[config.mk]
export PLATFORM = sky130hd
export DESIGN_NAME = alu_nibble_seq
export DESIGN_NICKNAME = d
export VERILOG_FILES = /design/src/rtl/alu_pkg.sv /design/src/rtl/alu_nibble_slice.sv /design/src/rtl/alu_nibble_seq.sv
export SDC_FILE = /design/constraint.sdc
export NUM_CORES = 1
export LEC_CHECK = 0
export CORE_MARGIN = 2
export CORE_UTILIZATION = 58
export CTS_CLUSTER_SIZE = 25
export DETAILED_ROUTE_END_ITERATION = 16
export GPL_TIMING_DRIVEN = 0
export PLACE_DENSITY = 0.83
export SLEW_MARGIN = 20
export SYNTH_ARGS = -nofsm -noshare
export SYNTH_HDL_FRONTEND = slang
export SYNTH_SLANG_ARGS = --single-unit
[constraint.sdc]
create_clock -name clk -period 7.3 [get_ports clk]
set_input_delay 1.095 -clock clk [delete_from_list [all_inputs] [get_ports clk]]
set_output_delay 1.095 -clock clk [all_outputs]
set_load 0.01 [all_outputs]
[src/rtl/alu_pkg.sv]
// Shared opcode encodings and FSM state type for the nibble-serial ALU.
package alu_pkg;

  localparam logic [2:0] OP_ADD = 3'b000;
  localparam logic [2:0] OP_SUB = 3'b001;
  localparam logic [2:0] OP_AND = 3'b010;
  localparam logic [2:0] OP_OR  = 3'b011;
  localparam logic [2:0] OP_NOT = 3'b100;

  typedef enum logic [1:0] {
    ST_IDLE = 2'd0,
    ST_LO   = 2'd1,
    ST_HI   = 2'd2,
    ST_RSP  = 2'd3
  } state_t;

endpackage

[src/rtl/alu_nibble_slice.sv]
// Combinational 4-bit ALU slice; cout is carry-out for add, borrow-out for sub.
module alu_nibble_slice
  import alu_pkg::*;
(
  input  logic [3:0] a,
  input  logic [3:0] b,
  input  logic [2:0] opcode,
  input  logic       cin,
  output logic [3:0] y,
  output logic       cout
);

  logic [4:0] w_sum;
  logic [4:0] w_diff;

  // Bit 4 of the 5-bit difference goes high exactly when a < b + cin.
  assign w_sum  = {1'b0, a} + {1'b0, b} + {4'b0000, cin};
  assign w_diff = {1'b0, a} - {1'b0, b} - {4'b0000, cin};

  always_comb begin
    y    = 4'h0;
    cout = 1'b0;
    unique case (opcode)
      OP_ADD: begin
        y    = w_sum[3:0];
        cout = w_sum[4];
      end
      OP_SUB: begin
        y    = w_diff[3:0];
        cout = w_diff[4];
      end
      OP_AND:  y = a & b;
      OP_OR:   y = a | b;
      OP_NOT:  y = ~a;
      default: y = 4'h0;
    endcase
  end

endmodule

[src/rtl/alu_nibble_seq.sv]
// 8-bit ALU that processes one command as two nibble passes through a single
// shared slice, then holds the response until the consumer takes it.
module alu_nibble_seq
  import alu_pkg::*;
(
  input  logic       clk,
  input  logic       rst_n,
  input  logic       req_valid,
  output logic       req_ready,
  input  logic [2:0] req_opcode,
  input  logic [7:0] req_a,
  input  logic [7:0] req_b,
  output logic       rsp_valid,
  input  logic       rsp_ready,
  output logic [7:0] rsp_result,
  output logic       rsp_carry,
  output logic       rsp_zero,
  output logic       busy
);

  state_t     r_state;
  logic [2:0] r_op;
  logic [7:0] r_a;
  logic [7:0] r_b;
  logic [3:0] r_lo;
  logic       r_c;
  logic [7:0] r_result;
  logic       r_carry;
  logic       r_zero;
  logic       r_valid;

  logic       w_hi_pass;
  logic [3:0] w_sa;
  logic [3:0] w_sb;
  logic       w_cin;
  logic [3:0] w_y;
  logic       w_cout;

  // The slice sees the low nibble with cin=0 everywhere except HI.
  assign w_hi_pass = (r_state == ST_HI);
  assign w_sa      = w_hi_pass ? r_a[7:4] : r_a[3:0];
  assign w_sb      = w_hi_pass ? r_b[7:4] : r_b[3:0];
  assign w_cin     = w_hi_pass ? r_c : 1'b0;

  alu_nibble_slice u_slice (
    .a      (w_sa),
    .b      (w_sb),
    .opcode (r_op),
    .cin    (w_cin),
    .y      (w_y),
    .cout   (w_cout)
  );

  always_ff @(posedge clk or negedge rst_n) begin
    if (!rst_n) begin
      r_state  <= ST_IDLE;
      r_op     <= 3'b000;
      r_a      <= 8'h00;
      r_b      <= 8'h00;
      r_lo     <= 4'h0;
      r_c      <= 1'b0;
      r_result <= 8'h00;
      r_carry  <= 1'b0;
      r_zero   <= 1'b0;
      r_valid  <= 1'b0;
    end else begin
      unique case (r_state)
        ST_IDLE: begin
          if (req_valid) begin
            r_op    <= req_opcode;
            r_a     <= req_a;
            r_b     <= req_b;
            r_state <= ST_LO;
          end
        end
        ST_LO: begin
          r_lo    <= w_y;
          r_c     <= w_cout;
          r_state <= ST_HI;
        end
        ST_HI: begin
          r_result <= {w_y, r_lo};
          r_carry  <= w_cout;
          r_zero   <= ({w_y, r_lo} == 8'h00);
          r_valid  <= 1'b1;
          r_state  <= ST_RSP;
        end
        ST_RSP: begin
          if (rsp_ready) begin
            r_valid <= 1'b0;
            r_state <= ST_IDLE;
          end
        end
        default: r_state <= ST_IDLE;
      endcase
    end
  end

  assign req_ready  = (r_state == ST_IDLE);
  assign busy       = (r_state != ST_IDLE);
  assign rsp_valid  = r_valid;
  assign rsp_result = r_result;
  assign rsp_carry  = r_carry;
  assign rsp_zero   = r_zero;

endmodule

==> metrics.txt <==
outcome finished clean; Reg2Reg Launch Point r_state[0]$_DFFE_PN0P_; clk_skew 7.13 ps; Via-to-Cell Ratio 5.46; number of flops mapped to enable cells by yosys 0; fmax 280 MHz; Post-Layout Cell Count 289; routed wire length 4330 µm; crit share post-route 0.489; Placed Area 2670 µm²; CP Launch Point r_state[0]$_DFFE_PN0P_; Final setup viols 0; number of inserted diodes 0; first-pass GRT wire length 7670 µm; CP Cell Sequence inv_1 -> ha_1 -> buf_6 -> mux2i_1 -> ha_1 -> ha_1 -> inv_1 -> nand3_1 -> fa_1 -> xnor2_1 -> a211o_1 -> a22oi_1 -> nor3_1 -> a32o_1; leak pwr 1.26 nW; CTS tree yes; Max IR drop VDD 0.290 mV; MaxCap Viol Count 0; Syn Nets 240; slowest stage delay, CP 420 ps; worst-skew pair later-pin latency 280 ps; row count 22; WP buf/inv 3; Final Hold Fails 0; Max Buffers Root-to-Sink 2; Synth area leaders dfrtp_1 41%, mux2_2 15%, ha_1 10%, inv_1 3.4%, mux2i_1 3.1%; RSZ-0062 raised after global routing false; post-synthesis cell type count 46; Filler cells 259; WHS 508 ps; PostCTS Resize Cnt 0; Main synth FF type dfrtp_1; dominant cell type by area after synthesis dfrtp_1; GR Util All Layers 0.234; Final min period 3570 ps; startpoint types register; WL/cell 15.0 µm; critical path fanouts, max 10; via count 1,579; CTS sink cnt 37; Post-Syn Instances 197; Placed Instances 281; setup slack, reg-to-reg 3730 ps; Mean Syn Cell Area 11.4 µm²; vias in the first global route 1,684; total power 0.00149 W; Seq/Total Area, Yosys 0.413; # IOs 36; # nets final 283; die height 66.2 µm; Setup Crit Path Kind register to register; ANT nets after route 0; Slew Limit Fails 0; die area 4380 µm²; FF+latch count, synth 37; FF-to-FF path depth 14; max_slew headroom 0.737; Critical Path RT 7480 ps; Async SR Flop Fraction 1.00; most frequent CP cell ha_1; Post-CTS Hold Buffers 0; CP top delay family adder cells; antenna violations before repair 0; RePlAce Congestion 0.898; crit path max-delay cell type dfrtp_1; total CTS buffers 5; root buf cell clkbuf_8; Synth top area share 0.413; final non-filler cell area 2760 µm²; stages on the worst setup path 14; grt ovf 0; drt pass-1 iters 4; CTS H-tree lvls 2; Power Density 539 nW/µm²; hold path depth 1; synth warn 0; post-DP HPWL 3280 µm; port buffer count 35; Final TNS setup 0 ps; pin count of the biggest net entering global routing 26; Iteration-0 DRC Markers 100; ratio of cells with drive above 1 in the final layout 0.241; CTS clk-pin slew, worst paths 80 ps; RR Endpoint rsp_zero$_DFFE_PN0N_; Core Area 3690 µm²; Worst Setup End Kind register; Layout area overhead 23.3%; CP endpoint rsp_zero$_DFFE_PN0N_; Initial Util 0.608; mapped cell area 2240 µm²; worst-margin pin slew 384 ps; Hold Path Class register to register; chip width 66.2 µm; Arr. time, crit path 3750 ps; DRC viols 0; Post-CTS Setup Bufs 0
## cell usage in the layout, fill, tap and decap left out, types with 2 or more instances in the layout
cell type and instances:
inv_1 20, a21oi_1 12, clkbuf_8 9, nand3_1 2, nor3_1 3, buf_2 3
fa_1 2, xor2_1 2, clkdlybuf4s50_1 34, dfrtp_1 37, buf_6 2, xnor2_1 2
nor2b_1 4, o21ai_0 4, nand3b_1 2, nor2_1 11, mux2i_1 7, nand2_1 8
mux2_2 29, ha_1 18
## area by class of cell
type                    instances  area, µm²  share of cell area
multi-input cells             132       1160               0.421
flip-flops and latches         37        926               0.335
repair buffers                 36        365               0.132
clock buffers                   6       82.6              0.0299
plain buffers                   8       77.6              0.0281
inverters                      20       75.1              0.0272
well taps                      48       60.1              0.0217
clock inverters                 2       13.8             0.00498
## stage by stage
step | worst slack, ps | util
finish | 3730 | 0.749
global route | 3590 | 0.749
CTS | 3740 | 0.749
detailed placement | 3760 | 0.723
global placement | 3800 | 0.719
floorplan | 4140 | -
## routing by layer
metal | vias to the layer above | track usage | part of all wire
li1 | 770 | - | -
met1 | 776 | 0.305 | 0.47
met2 | 31 | 0.386 | 0.50
met3 | 2 | 0.0647 | 0.031
met4 | 0 | 0.0587 | 0.0049
met5 | - | 0 | 0
## worst register-to-register path, stage by stage, from the launching register on
cell	delay, ps
dfrtp_1	420
inv_1	120
ha_1	240
buf_6	190
mux2i_1	370
ha_1	310
ha_1	180
inv_1	60
nand3_1	90
fa_1	420
xnor2_1	150
a211o_1	290
a22oi_1	270
nor3_1	100
a32o_1	250
## report_power, final
| group | internal, W | leakage (nW) | switching, W |
|---|---|---|---|
| Clock | 0.0000765 | 0.0512 | 0.0000722 |
| Sequential | 0.000309 | 0.438 | 0.0000699 |
| Combinational | 0.000480 | 0.771 | 0.000481 |
## synthesized netlist by cell type, types with 2 or more instances
master	number
mux2_2	29
fa_1	2
clkbuf_8	3
nor2_1	11
mux2i_1	7
nand3b_1	2
nand3_1	2
ha_1	18
xnor2_1	2
a21oi_1	12
xor2_1	2
nor3_1	3
o21ai_0	4
buf_6	2
nor2b_1	4
buf_2	2
nand2_1	8
dfrtp_1	37
inv_1	20
## kinds of logic after synthesis
logic type	synth area share
AO/OA/AOI/OAI	0.109
XOR/XNOR	0.0156
adder cells (fa/ha/maj)	0.118
buffers and inverters	0.0681
flip-flops	0.413
multiplexers	0.184
AND/OR/NAND/NOR	0.0916
## state kept, by name, indices dropped and copies added, names as in the netlist
name,count
rsp_carry,1
r_a,8
r_c,1
r_b,8
r_op,3
rsp_result,8
rsp_zero,1
rsp_valid,1
r_lo,4
r_state,2
## how the worst min path moves through the flow
| stage | from | to |
|---|---|---|
| final | rsp_carry$_DFFE_PN0N_ | rsp_carry$_DFFE_PN0N_ |
| after global routing | rsp_carry$_DFFE_PN0N_ | rsp_carry$_DFFE_PN0N_ |
| after CTS | r_b[1]$_DFFE_PN0P_ | r_b[1]$_DFFE_PN0P_ |
| after detailed placement | r_b[6]$_DFFE_PN0P_ | r_b[6]$_DFFE_PN0P_ |
| after global placement | r_b[6]$_DFFE_PN0P_ | r_b[6]$_DFFE_PN0P_ |
| after floorplan | r_b[5]$_DFFE_PN0P_ | r_b[5]$_DFFE_PN0P_ |
Power figures use the tool's default switching activity.
